===== src/rtl/raymarch_frame_scheduler_pkg.sv =====
// Shared types for the ray-march frame scheduler.
//   fp_t             : signed Q8.24 fixed-point scalar
//   vec3_t           : packed {x, y, z} vector of fp_t
//   raysched_state_t : frame scheduler FSM states
//   fp_mul_int       : integer-by-fixed-point product, low 32 bits kept
package raymarch_frame_scheduler_pkg;

  typedef logic signed [31:0] fp_t;

  typedef struct packed {
    fp_t x;
    fp_t y;
    fp_t z;
  } vec3_t;

  localparam fp_t   FP_ZERO   = '0;
  localparam vec3_t VEC3_ZERO = '{x: FP_ZERO, y: FP_ZERO, z: FP_ZERO};

  typedef enum logic [2:0] {
    StIdle,
    StIssue,
    StWait,
    StEmit,
    StDone
  } raysched_state_t;

  // Integer times Q8.24 gives Q8.24 directly, so no shift is applied.
  // Overflow simply wraps; callers keep operands small enough.
  function automatic fp_t fp_mul_int(input fp_t a, input fp_t b);
    fp_t p;
    p = a * b;
    return p;
  endfunction

endpackage


===== src/rtl/raysched_dir_gen.sv =====
// Camera ray direction generator (purely combinational).
//   x, y       : pixel column / row
//   pixel_step : Q8.24 ray slope per pixel
//   focal      : Q8.24 z component of every ray
//   dir        : unnormalised direction
//                ((x - WIDTH/2) * step, (HEIGHT/2 - y) * step, focal)
module raysched_dir_gen
  import raymarch_frame_scheduler_pkg::*;
#(
  parameter int unsigned WIDTH  = 64,
  parameter int unsigned HEIGHT = 48
) (
  input  logic [$clog2(WIDTH)-1:0]  x,
  input  logic [$clog2(HEIGHT)-1:0] y,
  input  fp_t                       pixel_step,
  input  fp_t                       focal,
  output vec3_t                     dir
);

  fp_t off_x;
  fp_t off_y;

  always_comb begin
    // Pixel indices are unsigned; widen before subtracting the centre so the
    // offset comes out as a proper signed 32-bit value.
    off_x = fp_t'(x) - fp_t'(WIDTH / 2);
    off_y = fp_t'(HEIGHT / 2) - fp_t'(y);
    dir.x = fp_mul_int(off_x, pixel_step);
    dir.y = fp_mul_int(off_y, pixel_step);
    dir.z = focal;
  end

endmodule


===== src/rtl/raymarch_frame_scheduler.sv =====
// Frame-level controller for one rayMarcher instance.
// Walks a WIDTH x HEIGHT grid in raster order: for each pixel it issues a
// camera ray, waits (with a watchdog) for the marcher result, then streams
// one result beat downstream over pix_valid/pix_ready.
//
// Ports
//   clk, rst            : clock, synchronous active-high reset
//   start, cam_origin,
//   pixel_step, focal,
//   obj_sel_in          : frame request and config (latched on accepted start)
//   busy, frame_done,
//   timeout_err         : frame status
//   march_*  (out)      : ray issue to marcher (march_valid_in is a 1-cycle pulse)
//   march_valid_out,
//   march_hit,
//   march_point         : marcher result
//   pix_*               : result beat stream to the shading stage
//
// Optional: define RAYSCHED_PERF_EN to add perf_cycles / perf_hits counters.
module raymarch_frame_scheduler
  import raymarch_frame_scheduler_pkg::*;
#(
  parameter int unsigned WIDTH          = 64,
  parameter int unsigned HEIGHT         = 48,
  parameter int unsigned TIMEOUT_CYCLES = 4096
) (
  input  logic                      clk,
  input  logic                      rst,
  input  logic                      start,
  input  vec3_t                     cam_origin,
  input  fp_t                       pixel_step,
  input  fp_t                       focal,
  input  logic                      obj_sel_in,
  output logic                      busy,
  output logic                      frame_done,
  output logic                      timeout_err,
  output logic                      march_valid_in,
  output vec3_t                     march_origin,
  output vec3_t                     march_dir,
  output logic                      march_obj_sel,
  input  logic                      march_valid_out,
  input  logic                      march_hit,
  input  vec3_t                     march_point,
  output logic                      pix_valid,
  input  logic                      pix_ready,
  output logic                      pix_hit,
  output vec3_t                     pix_point,
  output logic [$clog2(WIDTH)-1:0]  pix_x,
  output logic [$clog2(HEIGHT)-1:0] pix_y,
  output logic                      pix_sof,
  output logic                      pix_eol
`ifdef RAYSCHED_PERF_EN
  ,
  output logic [31:0]               perf_cycles,
  output logic [31:0]               perf_hits
`endif
);

  localparam int unsigned XW    = $clog2(WIDTH);
  localparam int unsigned YW    = $clog2(HEIGHT);
  localparam int unsigned WdogW = $clog2(TIMEOUT_CYCLES + 1);

  localparam logic [XW-1:0]    XLast    = XW'(WIDTH - 1);
  localparam logic [YW-1:0]    YLast    = YW'(HEIGHT - 1);
  localparam logic [WdogW-1:0] WdogLast = WdogW'(TIMEOUT_CYCLES - 1);

  raysched_state_t   state_q, state_d;
  logic [XW-1:0]     x_q, x_d;
  logic [YW-1:0]     y_q, y_d;
  logic [WdogW-1:0]  wdog_q, wdog_d;
  fp_t               step_q, step_d;
  fp_t               focal_q, focal_d;
  vec3_t             origin_q, origin_d;
  logic              obj_sel_q, obj_sel_d;
  vec3_t             dir_q, dir_d;
  logic              hit_q, hit_d;
  vec3_t             point_q, point_d;
  logic              terr_q, terr_d;

  // Raster advance and direction-generator operands
  logic [XW-1:0]     x_adv, gen_x;
  logic [YW-1:0]     y_adv, gen_y;
  fp_t               gen_step, gen_focal;
  vec3_t             dir_next;
  logic              last_pix;

  always_comb begin
    x_adv = x_q + 1'b1;
    y_adv = y_q;
    if (x_q == XLast) begin
      x_adv = '0;
      y_adv = y_q + 1'b1;
    end
    last_pix = (x_q == XLast) && (y_q == YLast);

    // In IDLE the config registers are not loaded yet, so the first ray is
    // built straight from the inputs being latched this cycle.
    if (state_q == StIdle) begin
      gen_x     = '0;
      gen_y     = '0;
      gen_step  = pixel_step;
      gen_focal = focal;
    end else begin
      gen_x     = x_adv;
      gen_y     = y_adv;
      gen_step  = step_q;
      gen_focal = focal_q;
    end
  end

  raysched_dir_gen #(
    .WIDTH  (WIDTH),
    .HEIGHT (HEIGHT)
  ) u_dir_gen (
    .x          (gen_x),
    .y          (gen_y),
    .pixel_step (gen_step),
    .focal      (gen_focal),
    .dir        (dir_next)
  );

  always_comb begin
    state_d   = state_q;
    x_d       = x_q;
    y_d       = y_q;
    wdog_d    = wdog_q;
    step_d    = step_q;
    focal_d   = focal_q;
    origin_d  = origin_q;
    obj_sel_d = obj_sel_q;
    dir_d     = dir_q;
    hit_d     = hit_q;
    point_d   = point_q;
    terr_d    = terr_q;

    unique case (state_q)
      StIdle: begin
        if (start) begin
          step_d    = pixel_step;
          focal_d   = focal;
          origin_d  = cam_origin;
          obj_sel_d = obj_sel_in;
          x_d       = '0;
          y_d       = '0;
          terr_d    = 1'b0;
          dir_d     = dir_next;
          state_d   = StIssue;
        end
      end
      StIssue: begin
        // march_valid_out is deliberately not looked at here: a strobe that
        // arrives in the issue cycle belongs to an older ray.
        wdog_d  = '0;
        state_d = StWait;
      end
      StWait: begin
        if (march_valid_out) begin
          hit_d   = march_hit;
          point_d = march_point;
          state_d = StEmit;
        end else if (wdog_q == WdogLast) begin
          hit_d   = 1'b0;
          point_d = VEC3_ZERO;
          terr_d  = 1'b1;
          state_d = StEmit;
        end else begin
          wdog_d = wdog_q + 1'b1;
        end
      end
      StEmit: begin
        if (pix_ready) begin
          if (last_pix) begin
            state_d = StDone;
          end else begin
            x_d     = x_adv;
            y_d     = y_adv;
            dir_d   = dir_next;
            state_d = StIssue;
          end
        end
      end
      StDone: begin
        state_d = StIdle;
      end
      default: begin
        state_d = StIdle;
      end
    endcase
  end

  always_ff @(posedge clk) begin
    if (rst) begin
      state_q   <= StIdle;
      x_q       <= '0;
      y_q       <= '0;
      wdog_q    <= '0;
      step_q    <= FP_ZERO;
      focal_q   <= FP_ZERO;
      origin_q  <= VEC3_ZERO;
      obj_sel_q <= 1'b0;
      dir_q     <= VEC3_ZERO;
      hit_q     <= 1'b0;
      point_q   <= VEC3_ZERO;
      terr_q    <= 1'b0;
    end else begin
      state_q   <= state_d;
      x_q       <= x_d;
      y_q       <= y_d;
      wdog_q    <= wdog_d;
      step_q    <= step_d;
      focal_q   <= focal_d;
      origin_q  <= origin_d;
      obj_sel_q <= obj_sel_d;
      dir_q     <= dir_d;
      hit_q     <= hit_d;
      point_q   <= point_d;
      terr_q    <= terr_d;
    end
  end

  assign busy           = (state_q != StIdle);
  assign frame_done     = (state_q == StDone);
  assign timeout_err    = terr_q;
  assign march_valid_in = (state_q == StIssue);
  assign march_origin   = origin_q;
  assign march_dir      = dir_q;
  assign march_obj_sel  = obj_sel_q;
  assign pix_valid      = (state_q == StEmit);
  assign pix_hit        = hit_q;
  assign pix_point      = point_q;
  assign pix_x          = x_q;
  assign pix_y          = y_q;
  assign pix_sof        = pix_valid && (x_q == '0) && (y_q == '0);
  assign pix_eol        = pix_valid && (x_q == XLast);

`ifdef RAYSCHED_PERF_EN
  logic [31:0] pcyc_q, pcyc_d;
  logic [31:0] phit_q, phit_d;

  always_comb begin
    pcyc_d = pcyc_q;
    phit_d = phit_q;
    if (state_q == StIdle) begin
      // The accepting cycle itself counts as the first frame cycle.
      if (start) begin
        pcyc_d = 32'd1;
        phit_d = '0;
      end
    end else begin
      pcyc_d = pcyc_q + 32'd1;
    end
    if ((state_q == StEmit) && pix_ready && hit_q) begin
      phit_d = phit_q + 32'd1;
    end
  end

  always_ff @(posedge clk) begin
    if (rst) begin
      pcyc_q <= '0;
      phit_q <= '0;
    end else begin
      pcyc_q <= pcyc_d;
      phit_q <= phit_d;
    end
  end

  assign perf_cycles = pcyc_q;
  assign perf_hits   = phit_q;
`endif

endmodule


===== config.mk =====
export PLATFORM = sky130hd
export DESIGN_NAME = raymarch_frame_scheduler
export DESIGN_NICKNAME = d
export VERILOG_FILES = /design/src/rtl/raymarch_frame_scheduler_pkg.sv /design/src/rtl/raysched_dir_gen.sv /design/src/rtl/raymarch_frame_scheduler.sv
export SDC_FILE = /design/constraint.sdc
export NUM_CORES = 2
export LEC_CHECK = 0
export ABC_AREA = 0
export CORE_MARGIN = 2
export CORE_UTILIZATION = 47
export CTS_BUF_LIST = sky130_fd_sc_hd__clkbuf_8 sky130_fd_sc_hd__clkbuf_16
export DETAILED_ROUTE_END_ITERATION = 12
export PLACE_DENSITY = 0.82
export SYNTH_ARGS = -nofsm -noshare
export SYNTH_HDL_FRONTEND = slang
export SYNTH_SLANG_ARGS = --single-unit

===== constraint.sdc =====
create_clock -name clk -period 8.05 [get_ports clk]
set_clock_uncertainty 0.1 [all_clocks]
set_input_delay 2.415 -clock clk [delete_from_list [all_inputs] [get_ports clk]]
set_output_delay 2.415 -clock clk [all_outputs]
set_load 0.05 [all_outputs]

==> flow_summary.toml <==
[status]
outcome = "complete, no violations"

[placed_design]
place_ws_ns = -0.04272
routabilityCongestion = 0.9612
dp_hpwl_um = 73000
port-buffer-count = 571

[grt]
gr-usage-met3_pct = 9.334
grt_pass1_vias = 24500
grt-busiest-layer = "met2"
grt_pass1_wl_um = 141400
met1_usage_pct = 40.48
track_usage_pct = 31.42
antenna_found_initial = 16
met2_usage_pct = 48.94
grt_max_degree = 137
grt-ovfl-total = 0

[clock_network]
clockBufferDepth = 3
clock-root-buffer = "clkbuf_16"
path_clk_slew_ns = 0.06
cts_tree = "yes"
cts_max_level = 2
clock_latency_ns = 0.60
cts.hold.buffers_added = 0
numCtsBuffers = 44
cts_sinks = 383

[worst_hold_path]
hp-class = "flip-flop to flip-flop"
hold_path_depth = 2
hold_path_startpoint = "march_dir[71]$_SDFFE_PP0P_"
hold_path_end = "march_dir[71]$_SDFFE_PP0P_"

[die]
core.rowCount = 87
dieWidth_um = 241.6
start_util_pct = 47.31
die_h_um = 241.6
pin_count = 572
die_area_mm2 = 0.05835
coreArea_mm2 = 0.05606

[finish]
multiInputGateArea_mm2 = 0.01695
regArea_mm2 = 0.007667
drive_above_1_share_pct = 6.393
nFillCells = 4585
area_delta_synth_final_pct = 32.76
fin_util_pct = 62.81
nNetsFinal = 4512

[worst_setup_path]
worst-endpoint-required_ns = 8.47
slowest_delay_ns = 0.51
r2r_cells = 32
startpoint_type = "flip-flop"
worst_path_max_delay_cell = "fa_1"
worstReg2RegStart = "pix_x[0]$_SDFFE_PP0P_"
r2r_setup_slack_ns = 0.34
crit_type = "flip-flop to flip-flop"
worstSetupEndpointType = "flip-flop"
r2r-end = "march_dir[61]$_SDFFE_PP0P_"
arrival_ns = 8.14
crit_fanout = 19

[power_and_ir_drop]
ir_worst_vdd_v = 0.0001969
power.density_mw_per_mm2 = 271.7
p_leak_nw = 15.07

[sta]
setup_tns_ns = 0
slew_viol_final = 0
final_hold_viol_count = 0
tightest_slew_ns = 1.198
finalCriticalPeriod_ns = 7.713
fin_crit_sh_pct = 95.81
timing.final.ws_setup_ns = 0.3370
finalSetupViolCount = 0
slew_headroom_pct = 20.10
fmax_mhz = 129.7

[detailed_routing]
ant_nets = 0
vias = 25280
drc = 0
drt-wirelength-per-cell_um = 20.27
drt_first_iter_violations = 2602
firstDrtPassIters = 7
post_drt_via_cell_ratio = 5.449
routed_wl_um = 94020

[synth]
synth-async-reset-ratio_pct = 0
synth.distinct_cells = 70
syn-num-nets = 3943
avgSynthCellArea_um2 = 8.092
ys_ff_latch = 383
synth-seq-area-share_pct = 28.91
ys_warn_count = 0
synth-edff-count = 0
syn_inst = 3278
ys.flop_type = "dfxtp_1"
netlist_area_mm2 = 0.02652

[job]
cap_viol_max_count = 0
## critical path, delay by kind of cell, from the launching register on
family / cells / cell delay (ns)
simple gates: 8 / 1.52
buf+inv: 8 / 1.04
fa+ha+maj: 7 / 2.71
xor+xnor: 1 / 0.15
flops: 1 / 0.36
compound gates: 8 / 1.75
## cells in the mapped netlist (16+ instances only)
| cell | instances | area share [%] |
|---|---|---|
| a21o_1 | 31 | 0.88 |
| dfxtp_1 | 383 | 29 |
| inv_1 | 335 | 4.7 |
| nand3_1 | 29 | 0.55 |
| nor3_1 | 23 | 0.43 |
| ha_1 | 136 | 6.4 |
| clkbuf_1 | 179 | 2.5 |
| and3_1 | 17 | 0.40 |
| nor2_1 | 459 | 6.5 |
| a21oi_1 | 273 | 5.2 |
| nor2b_1 | 18 | 0.42 |
| fa_1 | 266 | 20 |
| a22oi_1 | 95 | 2.7 |
| mux2i_1 | 32 | 1.2 |
| xor2_1 | 22 | 0.73 |
| o21ai_0 | 29 | 0.55 |
| xnor2_1 | 66 | 2.2 |
| and2_1 | 16 | 0.38 |
| a311oi_1 | 34 | 1.1 |
| nand2_1 | 668 | 9.5 |
## where the power goes
| group | switching [W] | internal [W] | leakage [nW] |
|---|---|---|---|
| clock network | 0.000876 | 0.00123 | 0.773 |
| registers | 0.000160 | 0.00213 | 3.13 |
| logic | 0.00310 | 0.00207 | 11.2 |
| total | 0.00414 | 0.00543 | 15.1 |
## worst max-delay path by stage
stage	startpoint	to	slack (ns)	cells past startpoint
after floorplan	pix_x[0]$_SDFFE_PP0P_	march_dir[62]$_SDFFE_PP0P_	0.14	32
after global placement	pixel_step[14]	march_dir[60]$_SDFFE_PP0P_	0.09	22
after detailed placement	pixel_step[9]	march_dir[60]$_SDFFE_PP0P_	-0.04	23
after CTS	pix_x[0]$_SDFFE_PP0P_	march_dir[60]$_SDFFE_PP0P_	0.19	30
after global routing	pix_x[0]$_SDFFE_PP0P_	march_dir[61]$_SDFFE_PP0P_	-0.04	28
final	pix_x[0]$_SDFFE_PP0P_	march_dir[61]$_SDFFE_PP0P_	0.34	32
## registers in the layout, summed over array words and instances (netlist names)
name	count
state_q	3
wdog_q	13
step_q	32
march_obj_sel	1
march_dir	96
march_origin	96
pix_point	96
focal_q	32
pix_x	6
timeout_err	1
pix_hit	1
pix_y	6
## layout make-up
type | instances | share of cell area [%]
multi-input combinational | 2364 | 48.12
sequential | 383 | 21.77
timing repair buffer | 717 | 19.50
inverter | 337 | 3.599
clock buffer | 54 | 3.518
tap | 756 | 2.686
clock inverter | 24 | 0.7711
antenna | 4 | 0.02843
## routing by layer
metal / vias up / part of all wire, %
met5: - / 0.14
met4: 20 / 4.8
met3: 229 / 11
met2: 1203 / 45
met1: 12180 / 39
li1: 11640 / -
## cell usage in the layout, fill, tap and decap left out, types with 5 or more instances in the layout
cell and count:
a211oi_1 13, a21o_1 31, a21oi_1 273, a22oi_1 95, a311oi_1 34, a31oi_1 9
and2_1 15, and3_1 16, buf_4 142, clkbuf_16 44, clkbuf_8 10, clkdlybuf4s50_1 570
dfxtp_1 383, fa_1 266, ha_1 136, inv_1 345, mux2i_1 32, nand2_1 667
nand2b_1 8, nand3_1 29, nand4_1 11, nor2_1 459, nor2b_1 18, nor3_1 23
nor4_1 5, o21a_1 5, o21ai_0 28, o21bai_1 8, or2_2 9, or3_1 11
xnor2_1 65, xor2_1 22
## kinds of logic (layout without fill, tap and decap cells)
kind of cell             after synthesis  count (layout)  share of synthesized area, %
AO/OA/AOI/OAI                        536             536                         12.62
flip-flops                           383             383                         28.91
adder cells (fa/ha/maj)              402             402                         26.49
multiplexers                          35              35                         1.335
buffers and inverters                531            1132                         7.543
AND/OR/NAND/NOR                     1301            1301                         20.04
other                                  0               4                             0
XOR/XNOR                              90              90                         3.057
## repair_timing
action                     4_1_cts  5_1_grt
buffers inserted                 0        5
gates resized for setup          0       11
setup endpoints to repair        0       12
## stage by stage
| stage | cell area (um2) | hold slack, ns | cells | total power, W |
|---|---|---|---|---|
| floorplan | 26520 | 0.3357 | 3278 | 0.005788 |
| global placement | 33590 | 0.3394 | 4552 | 0.007358 |
| detailed placement | 33590 | 0.3448 | 4552 | 0.007471 |
| CTS | 35100 | 0.3526 | 4630 | 0.009586 |
| global route | 35210 | 0.3676 | 4639 | 0.01019 |
| finish | 35210 | 0.3490 | 4639 | 0.009568 |
Power figures use the tool's default switching activity.
